## src/rtl/uart_cmd_ctrl.sv

```systemverilog
// uart_cmd_ctrl: decodes single-byte ASCII UART commands into a mode select,
// held button pulses and a watch reset, merges them with the board switches
// and debounced buttons, and returns a one-byte ACK/NAK/status reply.
//
// Ports:
//   clk, rst_n          system clock, asynchronous active-low reset
//   rx_data, rx_done    received byte and its one-cycle valid strobe
//   tx_busy             uart_tx is shifting a byte
//   tx_start, tx_data   one-cycle send request and the reply byte
//   sw                  sw[MW-1:0] board mode, sw[MW] priority (1 = UART only)
//   Btn_L/R/U/D         debounced board buttons: Clear, Start/Stop, Min Up, Hour Up
//   mode                final mode select
//   btn_ctl             final buttons {Hour Up, Minute Up, Start/Stop, Clear}
//   rst_watch           one-cycle watch reset
module uart_cmd_ctrl #(
    parameter int unsigned HOLD_CLKS  = 2_000_000,
    parameter int unsigned NUM_MODES  = 3,
    parameter int unsigned WATCH_MODE = NUM_MODES - 1,
    parameter int unsigned MW         = $clog2(NUM_MODES),
    parameter int unsigned W          = $clog2(HOLD_CLKS + 1)
) (
    input  logic          clk,
    input  logic          rst_n,
    input  logic [7:0]    rx_data,
    input  logic          rx_done,
    input  logic          tx_busy,
    output logic          tx_start,
    output logic [7:0]    tx_data,
    input  logic [MW:0]   sw,
    input  logic          Btn_L,
    input  logic          Btn_R,
    input  logic          Btn_U,
    input  logic          Btn_D,
    output logic [MW-1:0] mode,
    output logic [3:0]    btn_ctl,
    output logic          rst_watch
);

    localparam int unsigned NUM_BTN = 4;

    localparam logic [7:0] CH_0     = 8'h30;
    localparam logic [7:0] CH_9     = 8'h39;
    localparam logic [7:0] CH_LC_A  = 8'h61;
    localparam logic [7:0] CH_LC_Z  = 8'h7A;
    localparam logic [7:0] CASE_OFS = 8'h20;
    localparam logic [7:0] CH_C     = 8'h43;
    localparam logic [7:0] CH_S     = 8'h53;
    localparam logic [7:0] CH_M     = 8'h4D;
    localparam logic [7:0] CH_H     = 8'h48;
    localparam logic [7:0] CH_R     = 8'h52;
    localparam logic [7:0] CH_Q     = 8'h3F;
    localparam logic [7:0] CH_K     = 8'h4B;
    localparam logic [7:0] CH_E     = 8'h45;

    typedef enum logic [1:0] {
        S_IDLE = 2'd0,
        S_SEND = 2'd1,
        S_WAIT = 2'd2
    } reply_state_t;

    // Registers
    logic [MW-1:0]      r_uart_mode;
    logic               r_rst_watch;
    logic               r_buf_vld;
    logic [7:0]         r_buf;
    reply_state_t       r_state;
    logic               r_tx_start;
    logic [7:0]         r_tx_data;
    logic [W-1:0]       r_cnt [NUM_BTN];

    // Wires
    logic [7:0]         w_cmd;
    logic [7:0]         w_digit;
    logic               w_in_watch;
    logic [7:0]         w_reply;
    logic               w_mode_ld;
    logic [MW-1:0]      w_mode_nxt;
    logic [NUM_BTN-1:0] w_hold_ld;
    logic               w_rst_watch;
    logic [NUM_BTN-1:0] w_btn_uart;
    reply_state_t       w_state_nxt;
    logic               w_prio;
    logic [MW-1:0]      w_board_mode;

    // Fold lowercase letters onto uppercase so commands are case-insensitive
    always_comb begin
        w_cmd = rx_data;
        if (rx_data >= CH_LC_A && rx_data <= CH_LC_Z) begin
            w_cmd = rx_data - CASE_OFS;
        end
    end

    assign w_digit    = w_cmd - CH_0;
    assign w_in_watch = (r_uart_mode == MW'(WATCH_MODE));

    // Command decode: effects and reply byte for the byte on rx_data
    always_comb begin
        w_reply     = CH_E;
        w_mode_ld   = 1'b0;
        w_mode_nxt  = r_uart_mode;
        w_hold_ld   = '0;
        w_rst_watch = 1'b0;
        if (w_cmd >= CH_0 && w_cmd <= CH_9) begin
            if (32'(w_digit) < NUM_MODES) begin
                w_mode_ld  = 1'b1;
                w_mode_nxt = MW'(w_digit);
                w_reply    = CH_K;
            end
        end else begin
            case (w_cmd)
                CH_C: begin
                    if (!w_in_watch) begin
                        w_hold_ld[0] = 1'b1;
                        w_reply      = CH_K;
                    end
                end
                CH_S: begin
                    if (!w_in_watch) begin
                        w_hold_ld[1] = 1'b1;
                        w_reply      = CH_K;
                    end
                end
                CH_M: begin
                    if (w_in_watch) begin
                        w_hold_ld[2] = 1'b1;
                        w_reply      = CH_K;
                    end
                end
                CH_H: begin
                    if (w_in_watch) begin
                        w_hold_ld[3] = 1'b1;
                        w_reply      = CH_K;
                    end
                end
                CH_R: begin
                    if (w_in_watch) begin
                        w_rst_watch = 1'b1;
                        w_reply     = CH_K;
                    end
                end
                CH_Q: begin
                    w_reply = CH_0 + 8'(r_uart_mode);
                end
                default: begin
                    w_reply = CH_E;
                end
            endcase
        end
    end

    // UART mode register and one-cycle watch reset
    always_ff @(posedge clk or negedge rst_n) begin
        if (!rst_n) begin
            r_uart_mode <= '0;
            r_rst_watch <= 1'b0;
        end else begin
            r_rst_watch <= rx_done & w_rst_watch;
            if (rx_done && w_mode_ld) begin
                r_uart_mode <= w_mode_nxt;
            end
        end
    end

    // Independent per-button hold counters; a load retriggers to the full length
    for (genvar g = 0; g < NUM_BTN; g++) begin : g_hold
        always_ff @(posedge clk or negedge rst_n) begin
            if (!rst_n) begin
                r_cnt[g] <= '0;
            end else if (rx_done && w_hold_ld[g]) begin
                r_cnt[g] <= W'(HOLD_CLKS);
            end else if (r_cnt[g] != '0) begin
                r_cnt[g] <= r_cnt[g] - W'(1);
            end
        end
        assign w_btn_uart[g] = (r_cnt[g] != '0);
    end

    // One-entry reply buffer; a reply arriving while it is full is dropped
    always_ff @(posedge clk or negedge rst_n) begin
        if (!rst_n) begin
            r_buf_vld <= 1'b0;
            r_buf     <= 8'h00;
        end else if (r_state == S_SEND) begin
            r_buf_vld <= 1'b0;
        end else if (rx_done && !r_buf_vld) begin
            r_buf_vld <= 1'b1;
            r_buf     <= w_reply;
        end
    end

    // Reply FSM state register
    always_ff @(posedge clk or negedge rst_n) begin
        if (!rst_n) begin
            r_state <= S_IDLE;
        end else begin
            r_state <= w_state_nxt;
        end
    end

    // Reply FSM next state; WAIT always lasts at least one cycle
    always_comb begin
        w_state_nxt = r_state;
        case (r_state)
            S_IDLE: begin
                if (r_buf_vld && !tx_busy) begin
                    w_state_nxt = S_SEND;
                end
            end
            S_SEND: begin
                w_state_nxt = S_WAIT;
            end
            S_WAIT: begin
                if (!tx_busy) begin
                    w_state_nxt = S_IDLE;
                end
            end
            default: begin
                w_state_nxt = S_IDLE;
            end
        endcase
    end

    // Registered transmit request, high exactly in the SEND cycle
    always_ff @(posedge clk or negedge rst_n) begin
        if (!rst_n) begin
            r_tx_start <= 1'b0;
            r_tx_data  <= 8'h00;
        end else begin
            r_tx_start <= (w_state_nxt == S_SEND);
            if (r_state == S_IDLE && w_state_nxt == S_SEND) begin
                r_tx_data <= r_buf;
            end
        end
    end

    assign tx_start  = r_tx_start;
    assign tx_data   = r_tx_data;
    assign rst_watch = r_rst_watch;

    // Output merge: board mode wins when nonzero and priority is off
    assign w_prio       = sw[MW];
    assign w_board_mode = sw[MW-1:0];

    assign mode    = (!w_prio && (w_board_mode != '0)) ? w_board_mode : r_uart_mode;
    assign btn_ctl = w_prio ? w_btn_uart
                            : (w_btn_uart | {Btn_D, Btn_U, Btn_R, Btn_L});

endmodule

```

## config.mk

```make
export PLATFORM = sky130hd
export DESIGN_NAME = uart_cmd_ctrl
export DESIGN_NICKNAME = d
export VERILOG_FILES = /design/src/rtl/uart_cmd_ctrl.sv
export SDC_FILE = /design/constraint.sdc
export NUM_CORES = 1
export LEC_CHECK = 0
export BUFFER_PORTS_ARGS = -buffer_cell sky130_fd_sc_hd__buf_4
export CAP_MARGIN = 5
export CORE_MARGIN = 2
export CORE_UTILIZATION = 40
export DETAILED_ROUTE_END_ITERATION = 7
export GPL_TIMING_DRIVEN = 0
export SLEW_MARGIN = 20
export SYNTH_ARGS = -nofsm -noshare
export SYNTH_HDL_FRONTEND = slang
export SYNTH_SLANG_ARGS = --single-unit
```

## constraint.sdc

```tcl
create_clock -name clk -period 2.4 [get_ports clk]
set_input_delay 0.36 -clock clk [delete_from_list [all_inputs] [get_ports clk]]
set_output_delay 0.36 -clock clk [all_outputs]
set_load 0.005 [all_outputs]
```

==> tab_implementation.tex <==
\begin{tabular}{lr}
\hline
Metric & Value \\
\hline
\multicolumn{2}{l}{\textbf{Outcome}} \\
\quad Run status & finished, violations left \\
\quad Violated checks & negative setup slack \\
\multicolumn{2}{l}{\textbf{Clock network}} \\
\quad Clock tree from TritonCTS & built \\
\quad Clock buffer count from CTS & 9 \\
\quad Worst-path clk slew & 0.07 ns \\
\quad Master cell of the clock root buffer & clkbuf\_16 \\
\quad Number of sinks on the clock net & about 100 \\
\quad Post-CTS Hold Fix Bufs & 0 \\
\quad Number of levels the H-tree was split into & 3 \\
\quad Insertion delay of the later-clocked pin in the worst-skew pair & 0.35 ns \\
\quad Largest buffer count on any clock path & 2 \\
\multicolumn{2}{l}{\textbf{Layout}} \\
\quad Most frequent standard cell in the layout excluding fill and tap cells & dfrtp\_1 \\
\quad Proportion of layout cells with a drive suffix above 1 & 19.1\% \\
\quad Final-layout fill cell count & approximately 1.2k \\
\quad Register area & 2580 µm² \\
\quad Leading cell types in the layout, fill and taps excluded & dfrtp\_1, nor2\_1, buf\_4 \\
\quad Layout overhead on the synthesized area & 19.7\% \\
\quad Area of combinational cells with multiple inputs & 2800 µm² \\
\quad Number of nets in the layout & 658 \\
\quad Antenna cells & 0 \\
\multicolumn{2}{l}{\textbf{Critical path}} \\
\quad Arrival time reported for the critical path endpoint & 2.18 ns \\
\quad Crit end category & output port \\
\quad Req. time, crit path & 2.04 ns \\
\quad Largest fanout on the critical path & 2 \\
\quad Nature of the critical path startpoint & flop \\
\quad Critical path class & flop to output port \\
\multicolumn{2}{l}{\textbf{Timing}} \\
\quad Clock period minus worst slack & 2.54 ns \\
\quad Slew Limit Headroom & between 30\% and 40\% \\
\quad Slew Limit Fails & 0 \\
\quad Setup WS post-layout & -0.138 ns \\
\quad Post-route clock period utilization & 106\% \\
\quad Slew at the pin closest to its max-slew limit & 0.915 ns \\
\quad Worst Clk Skew & 0.00623 ns \\
\quad Unrepaired setup endpoints after global routing & yes \\
\quad Number of endpoints with negative hold slack in the final report & 0 \\
\quad Total of endpoints with negative setup slack in the final report & 2 \\
\quad Achievable Freq & about 390 MHz \\
\multicolumn{2}{l}{\textbf{Floorplan}} \\
\quad Number of placed I/O pins & 35 \\
\quad Placeable core region & between 10000 and 15000 µm² \\
\quad Height of the die & 120 µm \\
\quad Die width & 120 µm \\
\quad Floorplan die area & 14400 µm² \\
\quad Row count & 42 \\
\quad Initial core utilization & 40.9\% \\
\multicolumn{2}{l}{\textbf{Route}} \\
\quad Drt first pass iters & 7 \\
\quad Detail-routed net length per standard cell & 14.4 µm \\
\quad Initial drt markers & 313 \\
\quad Total via count after detailed routing & around 4.4k \\
\quad Per-cell via count in the routed design & 5.38 \\
\quad Number of design rule violations left after detail routing & 0 \\
\quad Post-Route WL & 11700 µm \\
\quad Number of routed nets with antenna violations & 0 \\
\multicolumn{2}{l}{\textbf{Pwr}} \\
\quad Peak supply drop & 0.000350 V \\
\quad Total power divided by cell area & 769 nW/µm² \\
\quad PnR Total Power & between 4 and 5 mW \\
\quad Leakage power total & 2.31 nW \\
\multicolumn{2}{l}{\textbf{Logic synthesis}} \\
\quad Syn Inst Count & about 570 \\
\quad Number of warnings printed during yosys synthesis & 0 \\
\quad Cell types occupying the most area after synthesis & dfrtp\_1, nor2\_1, xor2\_1 \\
\quad Mean post-synth cell area & 9.42 µm² \\
\quad Largest area contributor in the netlist & dfrtp\_1 \\
\quad Fraction of the yosys area taken by sequential cells & 47.8\% \\
\quad Netlist Area Pre-Place & between 5000 and 6000 µm² \\
\quad Share of the synthesized area in the top cell type & 47.8\% \\
\quad Yosys reg bits & 103 \\
\quad Ys flop type & dfrtp\_1 \\
\quad Share of flip-flops with an asynchronous set or reset & 100\% \\
\quad Post-Synthesis Net Count & $\sim$600 \\
\quad Distinct cell type count after synthesis & 59 \\
\quad Count of flip-flops with a built-in enable after synthesis & 0 \\
\multicolumn{2}{l}{\textbf{Global routing}} \\
\quad Overall global routing resource usage & 17.2\% \\
\quad Aggregate global routing overflow & 0 \\
\quad Maximum number of pins on one net before global-route repair & 104 \\
\quad Number of antenna violations at the first check in global routing & 0 \\
\quad First-pass GRT wire length & 20100 µm \\
\quad Vias in the first global route & 4300 \\
\multicolumn{2}{l}{\textbf{Placement}} \\
\quad Routability congestion estimate & 0.800 \\
\quad Detailed placement HPWL & 7960 µm \\
\quad Pre-CTS setup slack & -0.410 ns \\
\quad Port Buffer Count & 31 \\
\multicolumn{2}{l}{\textbf{Min path}} \\
\quad Class of the most critical hold timing path & input pin to async pin \\
\multicolumn{2}{l}{\textbf{Job}} \\
\quad Max-cap check violation count & 0 \\
\hline
\end{tabular}
## where the power goes
group          switching, mW  internal [mW]  total [mW]
Sequential             0.364           2.07        2.44
Combinational          0.543          0.598        1.14
Clock                  0.648          0.733        1.38
## what timing repair did
action | CTS | global route
gates resized for setup | 24 | 21
setup buffers | 17 | 5
cloned | 0 | 0
setup endpoints to repair | 15 | 36
pin swaps | 8 | 2
## cells by family after synthesis
kind of cell	after synthesis	share of synthesized area, %
buffers and inverters	38	2.88
adders and majority gates	5	1.16
and+or+nand+nor	277	27.4
muxes	7	1.44
xor gates and xnor gates	52	8.45
AOI/OAI and AO/OA	89	10.8
DFF	103	47.8
other	1	0.0696
## metrics by stage
step	hold slack (ns)	util, %	TNS, ns	std cells	instance area (µm²)
final	0.123	48.9	-0.160	815	6450
after global routing	0.195	48.9	-0.294	815	6450
after CTS	0.168	48.0	-0.294	810	6340
after detailed placement	0.486	44.3	-8.39	779	5850
after global placement	0.473	44.3	-5.65	779	5840
after floorplan	0.0644	-	0	572	5390
## synth_stat cells, types with 3 or more instances
cell,instances
dfrtp_1,103
nor2_1,83
nand2_1,50
xor2_1,32
a21oi_1,21
nor3_1,21
xnor2_1,20
nor4_1,19
nand3_1,18
o21ai_0,18
inv_1,16
clkbuf_1,15
or3_1,12
o31ai_1,10
or4_1,10
o211ai_1,9
a211oi_1,8
nand2b_1,8
mux2_2,6
nand3b_1,6
nor2b_1,6
ha_1,5
nand4_1,5
or2_2,5
a21o_1,4
and3_1,4
buf_2,4
nand4b_1,4
nor4b_1,4
and2_1,3
and4_1,3
nor3b_1,3
## worst paths after layout
kind / endpoint / depth (start not counted) / from / slack [ns]
max: btn_ctl[0] / 5 / r_cnt[70] / -0.14
min: r_cnt[25] / 1 / rst_n / 0.12
max reg2reg: r_cnt[61] / 5 / r_cnt[59] / 0.05
min reg2reg: r_buf[0] / 2 / r_buf[0] / 0.51
max in group asynchronous: r_cnt[45] / 1 / rst_n / 1.62
min in group clk: tx_start / 2 / tx_busy / 0.19
## state kept, by name (all words and copies together), names as in the netlist
name and count:
r_uart_mode 2, r_buf_vld 1, tx_data 6, rst_watch 1, r_cnt 84, r_buf 6
r_state 2, tx_start 1
## cell type report
class	instances	share of cell area [%]
multi-input combinational	431	43.4
sequential	103	40.0
timing repair buffer	53	6.34
clock buffer	11	3.76
tap	176	3.41
buffer	20	1.67
inverter	16	0.931
clock inverter	5	0.504
## layer usage
metal | part of all wire, % | vias up | routed length (µm) | global-route usage (%)
li1 | - | 2157 | - | -
met5 | 0 | - | 0 | 0
met3 | 3.6 | 15 | 417 | 3.14
met2 | 47 | 78 | 5560 | 27.9
met1 | 47 | 2137 | 5560 | 23.0
met4 | 1.6 | 0 | 191 | 6.54
## critical path, cell delays in order, from the launching register on
cell	delay (ns)
dfrtp_1	0.38
or4_4	0.54
or3_4	0.38
or2_4	0.25
a21o_1	0.16
buf_6	0.11
Power figures use the tool's default switching activity.
